**config.mk**
```make
export PLATFORM = sky130hd
export DESIGN_NAME = perceptron_trainer
export DESIGN_NICKNAME = d
export VERILOG_FILES = /design/src/rtl/perceptron_trainer.sv
export SDC_FILE = /design/constraint.sdc
export NUM_CORES = 1
export LEC_CHECK = 0
export BUFFER_PORTS_ARGS = -buffer_cell sky130_fd_sc_hd__clkbuf_2
export CAP_MARGIN = 0
export CORE_UTILIZATION = 35
export DETAILED_ROUTE_END_ITERATION = 10
export GPL_TIMING_DRIVEN = 0
export PLACE_DENSITY = 0.53
export SLEW_MARGIN = 40
export SYNTH_ARGS = -nofsm -noshare
export SYNTH_HDL_FRONTEND = slang
export SYNTH_SLANG_ARGS = --single-unit
```
**constraint.sdc**
```tcl
create_clock -name clk -period 6.7 [get_ports clk]
set_clock_uncertainty 0.2 [all_clocks]
set_input_delay 0.335 -clock clk [delete_from_list [all_inputs] [get_ports clk]]
set_output_delay 0.335 -clock clk [all_outputs]
set_load 0.03 [all_outputs]
```
**src/rtl/perceptron_trainer.sv**
```systemverilog
// perceptron_trainer: sample handshake, threshold decision and perceptron-rule weight update around weighted_sum; PERCEPTRON_WEIGHT_SAT_EN makes weight updates saturate instead of wrap
module perceptron_trainer #(
  parameter int                 N      = 8,
  parameter logic signed [31:0] THRESH = 32'sd0,
  parameter logic [31:0]        RATE   = 32'd1
) (
  input  logic            clk,
  input  logic            rst,
  input  logic            sample_valid,
  output logic            sample_ready,
  input  logic [N-1:0]    sample_x,
  input  logic            sample_label,
  input  logic            sample_train,
  output logic [N-1:0]    x,
  output logic [32*N-1:0] w,
  input  logic [31:0]     sum,
  output logic            y_valid,
  output logic            y,
  output logic            error,
  output logic [15:0]     err_count
);
  localparam int CW = $clog2(N + 1);
  typedef enum logic [1:0] {IDLE, WAIT, DECIDE, UPDATE} state_t;
  state_t state_q, state_d;
  logic [CW-1:0] cnt_q, cnt_d;
  logic [N-1:0] x_q, x_d;
  logic label_q, label_d, train_q, train_d;
  logic y_q, y_d, error_q, error_d, y_valid_q, y_valid_d;
  logic [15:0] err_count_q, err_count_d;
  logic [31:0] w_q [N];
  logic [31:0] w_d [N];
  logic hs, upd, decide, y_cmp;
  function automatic logic [31:0] step(input logic [31:0] v, input logic up);
`ifdef PERCEPTRON_WEIGHT_SAT_EN
    logic [33:0] t;
    t = up ? {{2{v[31]}}, v} + {2'b00, RATE} : {{2{v[31]}}, v} - {2'b00, RATE};
    return $signed(t) > 34'sh07FFFFFFF ? 32'h7FFFFFFF :
           $signed(t) < -34'sh080000000 ? 32'h80000000 : t[31:0];
`else
    return up ? v + RATE : v - RATE;
`endif
  endfunction
  assign sample_ready = state_q == IDLE;
  assign hs = sample_valid & sample_ready & !rst;
  always_ff @(posedge clk) begin
    if (rst) state_q <= IDLE;
    else state_q <= state_d;
  end
  always_comb begin
    state_d = state_q;
    cnt_d = cnt_q;
    unique case (state_q)
      IDLE: if (hs) begin
        state_d = WAIT;
        cnt_d = CW'(N);
      end
      WAIT: if (cnt_q == CW'(1)) state_d = DECIDE;
            else cnt_d = cnt_q - CW'(1);
      DECIDE: state_d = UPDATE;
      UPDATE: state_d = IDLE;
    endcase
  end
  always_comb begin
    decide = state_q == DECIDE;
    upd = state_q == UPDATE && train_q && error_q;
    y_cmp = $signed(sum) >= THRESH;
    x_d = hs ? sample_x : x_q;
    label_d = hs ? sample_label : label_q;
    train_d = hs ? sample_train : train_q;
    y_d = decide ? y_cmp : y_q;
    error_d = decide ? y_cmp ^ label_q : error_q;
    y_valid_d = decide;
    err_count_d = upd && err_count_q != 16'hFFFF ? err_count_q + 16'd1 : err_count_q;
    for (int i = 0; i < N; i++) w_d[i] = upd && x_q[i] ? step(w_q[i], label_q) : w_q[i];
  end
  always_ff @(posedge clk) begin
    if (rst) begin
      cnt_q <= '0;
      x_q <= '0;
      label_q <= 1'b0;
      train_q <= 1'b0;
      y_q <= 1'b0;
      error_q <= 1'b0;
      y_valid_q <= 1'b0;
      err_count_q <= '0;
      for (int i = 0; i < N; i++) w_q[i] <= '0;
    end else begin
      cnt_q <= cnt_d;
      x_q <= x_d;
      label_q <= label_d;
      train_q <= train_d;
      y_q <= y_d;
      error_q <= error_d;
      y_valid_q <= y_valid_d;
      err_count_q <= err_count_d;
      for (int i = 0; i < N; i++) w_q[i] <= w_d[i];
    end
  end
  for (genvar i = 0; i < N; i++) begin : g_w
    assign w[32*i +: 32] = w_q[i];
  end
  assign x = x_q;
  assign y = y_q;
  assign error = error_q;
  assign y_valid = y_valid_q;
  assign err_count = err_count_q;
endmodule

```
* Word-level counts from Yosys, hierarchy flattened
Memories as Yosys holds them, arrays and structs flattened. Cells that the tools add are included.
Operators by class: add/subtract/negate cells 18, order comparisons 1, equal/unequal tests 8, mux-type cells 33, bitwise operators 11, reductions and logical operators 16
Operator list (number):
- 32-bit 2-to-1 mux | 24
- 32-bit by 1-bit adder with 32-bit output, second input constant | 8
- 32-bit by 1-bit subtractor with 32-bit output, second input constant | 8
- 32-bit by 1-bit >= comparator with 1-bit output, second input constant | 1
- 16-bit by 1-bit adder with 16-bit output, second input constant | 1
- 16-bit != test, second input constant | 1
- 1-bit logical AND | 11
- 4-bit 2-to-1 mux | 2
- 1-bit OR | 8
- 2-bit case mux with 4 select lines | 1
- 4-bit case mux with 2 select lines | 1
- 2-bit equality test, second input constant | 2
- 4-bit by 1-bit equality test with 1-bit output, second input constant | 1
- 2-bit 2-to-1 mux | 2
- 2-bit != test, second input constant | 2
- 4-bit by 1-bit subtractor with 4-bit output, second input constant | 1
- 1-bit 2-to-1 mux | 3
- 3-bit AND reduction | 1
- 1-bit AND | 2
- 2-bit by 1-bit equality test with 1-bit output, second input constant | 1
- 2-bit zero test | 1
- 2-bit by 1-bit != test with 1-bit output, second input constant | 1
- 2-bit AND reduction | 1
- 2-bit nonzero test | 1
- other kinds (2) | 2
Storage, ports and cells: bits in registers 35, bits in writable memories 256, output and inout port bits 284, logic and storage cells 97, memories kept 1
Memory list:
- w_q | words 8, width 32, rd ports 8, clocked after Yosys merged registers in 0, wr ports 8, RTL line 30 | logic [31:0] w_q [N];

* Longest topological paths before layout
word-level depth 6, depth in mapped cells 14, mapped depth without buffers 12

* Worst setup path before layout
OpenSTA, ideal clock, no wires.
kind register -> register, from register label_q, to memory w_q[4][31], in the netlist w_q[0][159], library setup time 0.115 ns, arrival time 5.484 ns, required time 6.385 ns, path slack 0.902 ns, cell stages (with the launch flop) 14, buffers on the path 1, period minus slack after synthesis 5.798 ns, cell sequence dfxtp_1 buf_4 inv_2 ha_1 a211o_1 a211oi_2 o211ai_2 o31a_1 a41o_1 o31ai_4 o21a_1 xnor2_1 o21a_1 o21a_1
RTL lines:
- start, declared | RTL line 27 | logic label_q, label_d, train_q, train_d;
- start signal, assigned | RTL line 90 | label_q <= label_d;
- end, declared | RTL line 30

==> reports/qor.txt <==
Number of buffers created by CTS -> 42
Synth unique cells -> 90
Cell Rows -> 92
Most instantiated flip-flop cell in the synthesis netlist -> sky130_fd_sc_hd__dfxtp_1
Type of the worst setup path -> flop to flop
CTS tree -> built
Outcome -> finished, final reports clean
DRT Wirelength -> 76660 µm
Cell type with the largest total area after synthesis -> sky130_fd_sc_hd__dfxtp_1
Number of buffer cells added on primary ports -> 297
VDD IR-drop max -> 0.1695 mV
Vias -> 22.51k
Type of the tightest min-delay check -> input pin to flop
Max FO, Critical Path -> 72
Fraction of final layout cells with drive strength greater than 1 -> 12.79%
Leak Pwr -> 12.46 nW
Count of TritonRoute iterations in the first routing pass -> 5
Post-route setup slack -> 1350 ps
Setup repair after global routing missed its margin -> false
Initial DRC count -> 1105
Critical path launch point type -> flop
Area inside the core boundary -> 63430 µm²
Final worst path period need -> 5350 ps
Starting utilization of the core area -> 35.60%
Max clock buf depth -> 3
Die X-Extent -> 256 µm
Mean number of vias per cell -> 5.376
CP Launch Point -> label_q
Arrival time reported for the critical path endpoint -> 5610 ps
Level count of the clock H-tree -> 2
Die footprint -> 65540 µm²
Min-delay src -> sample_valid
Number of top-level design ports -> 329
First-pass GRT wire length -> 120400 µm
Area growth from synthesis to final layout -> 18.65%
Synthesized-area fraction occupied by and/or/nand/nor cells -> 21.61%
Count of fill cells added during filler insertion -> 6566
Max-slew violation count -> 0
GRT Total Usage -> 22.73%
Post-synthesis instance area -> 22580 µm²
Total power -> 5.943 mW
Required time of the critical path -> 6960 ps
Residual overflow from global routing -> 0
CTS sink cnt -> 291
Hold buffers post-CTS -> 13
Share of the synthesized netlist area taken by xor and xnor gates -> 7.680%
Number of enable-type register cells in the synthesized netlist -> 0
Max-cap violations -> 0
Total of cells resized after clock tree synthesis -> 0
Yosys reg bits -> 291
Initial antenna violation count -> 5
Transition time at the pin with the least slew margin -> 828.8 ps
Warnings from Yosys -> 0
Areal power density over the cells -> 221.8 nW/µm²
Pin count of the biggest net entering global routing -> 79
Count of antenna-violating nets left after detailed routing -> 0
Max-slew headroom -> 44.75%
Post-synthesis sequential area ratio -> 25.80%
Final core utilization -> 42.24%
Post-synthesis average cell area -> 7.649 µm²
Commonest non-fill, non-tap cells in the layout -> sky130_fd_sc_hd__nand2_1 (474), sky130_fd_sc_hd__a21oi_1 (383), sky130_fd_sc_hd__clkbuf_2 (308)
Vertical die dimension -> 256 µm
Top achievable clock speed -> 186.9 MHz
Source of the worst register-to-register timing path -> label_q
Detailed placer's ending HPWL -> 57420 µm
Nets in the synthesized netlist -> 3252
Cells taking the most area after synthesis -> sky130_fd_sc_hd__dfxtp_1 (26%), sky130_fd_sc_hd__ha_1 (14%), sky130_fd_sc_hd__a21oi_1 (8.5%)
Share of cell area taken by muxes after synthesis -> 0.8201%
Number of nets in the layout -> 3609
Post-route clock period utilization -> 79.85%
DP Worst Slack -> 1385 ps
Proportion of register bits with asynchronous set or reset after synthesis -> 0%
Clk Tree Root Cell -> sky130_fd_sc_hd__clkbuf_16
Post-detailed-route wirelength per cell -> 18.31 µm
Number of endpoints failing setup at the final stage -> 0
Synthesized netlist cell count -> 2952
Dominant combinational cell family by area after synthesis -> compound AO/OA/AOI/OAI gates
Number of design rule violations left after detail routing -> 0
Post-CTS clock slew at the launch and capture registers of the worst setup and hold paths -> 60 ps
Later-pin clock latency in the skew report -> 570 ps
Post-synthesis compound-gate area fraction -> 26.63%
Share of the synthesized area in the top cell type -> 25.80%
Category of the worst setup path capture point -> flop
Most common cell after layout, fill and taps aside -> sky130_fd_sc_hd__nand2_1
Via count of the first global-routing pass -> 21.72k
Global placement routability congestion -> 0.9349
Hold Fails Final Rpt -> 0
Synthesized-area fraction occupied by adder cells -> 14.40%
Number of buffers inserted to repair setup after CTS -> 0
## logic make-up (layout without fill, tap and decap cells)
group | after synthesis | in the layout
AOI/OAI and AO/OA | 949 | 949
buffers and inverters | 182 | 569
DFF | 291 | 291
muxes | 18 | 18
xor gates and xnor gates | 198 | 198
adders and majority gates | 255 | 255
other | 0 | 2
and+or+nand+nor | 1059 | 1059
## power breakdown
group / switching, mW / internal (mW) / total (mW)
Combinational: 1.13 / 0.683 / 1.82
Clock: 0.881 / 1.45 / 2.33
Sequential: 0.0375 / 1.76 / 1.80
## metal layers
metal | vias to the layer above | global-route usage, % | share of wire, %
met3 | 139 | 4.704 | 5.8
li1 | 11410 | - | -
met5 | - | 0 | 0.060
met4 | 8 | 8.616 | 3.4
met1 | 10440 | 29.14 | 46
met2 | 509 | 37.28 | 45
## worst max-delay path, cell delays in order, from the launching register on
cell                       delay (ps)
sky130_fd_sc_hd__dfxtp_2          710
sky130_fd_sc_hd__buf_4            380
sky130_fd_sc_hd__inv_8            150
sky130_fd_sc_hd__buf_16           280
sky130_fd_sc_hd__buf_16           250
sky130_fd_sc_hd__ha_1             450
sky130_fd_sc_hd__a21oi_1          130
sky130_fd_sc_hd__a211oi_1         290
sky130_fd_sc_hd__nand2_1          140
sky130_fd_sc_hd__o211ai_1         350
sky130_fd_sc_hd__a21boi_1         210
sky130_fd_sc_hd__o311ai_1         480
sky130_fd_sc_hd__nand4_1          150
sky130_fd_sc_hd__a21oi_1          320
sky130_fd_sc_hd__mux2i_1          260
sky130_fd_sc_hd__mux2_2           350
## state kept, by name, indices dropped and copies added, names as in the netlist
| signal | count |
|---|---|
| cnt_q | 4 |
| state_q | 2 |
| w_q | 256 |
| y_valid | 1 |
| label_q | 1 |
| error | 1 |
| y | 1 |
| x | 8 |
| err_count | 16 |
| train_q | 1 |
## layout make-up
class                      count  area (µm²)  share of cell area, %
multi-input combinational   2479       16060                  59.96
sequential                   291        5827                  21.75
buffer                       113       446.7                  1.667
clock inverter                14       172.7                 0.6445
clock buffer                  60        1252                  4.675
tap                          846        1059                  3.951
antenna                        2       5.005                0.01868
timing repair buffer         313        1699                  6.342
inverter                      69       266.5                 0.9948
## path summary, 6_finish.rpt
check	end	slack, ps	depth (start not counted)
worst max-delay path	w_q[0][255]	1350	15
worst min-delay path	state_q[0]	50	5
worst max register to register	w_q[0][255]	1350	15
worst min register to register	train_q	260	2
## cells in the mapped netlist (10+ instances only)
cell type	count
sky130_fd_sc_hd__nand2_1	474
sky130_fd_sc_hd__a21oi_1	383
sky130_fd_sc_hd__dfxtp_1	291
sky130_fd_sc_hd__ha_1	247
sky130_fd_sc_hd__nor2_1	200
sky130_fd_sc_hd__a21o_1	142
sky130_fd_sc_hd__xnor2_1	136
sky130_fd_sc_hd__o21ai_0	124
sky130_fd_sc_hd__clkbuf_1	95
sky130_fd_sc_hd__nand3_1	90
sky130_fd_sc_hd__inv_1	68
sky130_fd_sc_hd__xor2_1	62
sky130_fd_sc_hd__nor3_1	51
sky130_fd_sc_hd__a211oi_1	45
sky130_fd_sc_hd__and3_1	43
sky130_fd_sc_hd__nor2b_1	40
sky130_fd_sc_hd__a31oi_1	34
sky130_fd_sc_hd__o21a_1	34
sky130_fd_sc_hd__o21bai_1	29
sky130_fd_sc_hd__nand4_1	25
sky130_fd_sc_hd__or3_1	25
sky130_fd_sc_hd__and2_1	24
sky130_fd_sc_hd__nand2b_1	20
sky130_fd_sc_hd__o211ai_1	18
sky130_fd_sc_hd__and4_1	16
sky130_fd_sc_hd__o31ai_1	16
sky130_fd_sc_hd__mux2i_1	14
sky130_fd_sc_hd__a211o_1	13
sky130_fd_sc_hd__buf_1	13
sky130_fd_sc_hd__a21boi_0	11
sky130_fd_sc_hd__nor3b_1	10
## stage by stage
stage               instances  hold WS (ps)  setup TNS [ps]  instance area (µm²)
floorplan                2952         229.8               0                22580
global placement         4095         244.9         -231470                25130
detailed placement       4098         246.4               0                25230
CTS                      4185         23.44               0                26790
global route             4186         86.48               0                26790
finish                   4187         50.21               0                26790
Power figures use the tool's default switching activity.
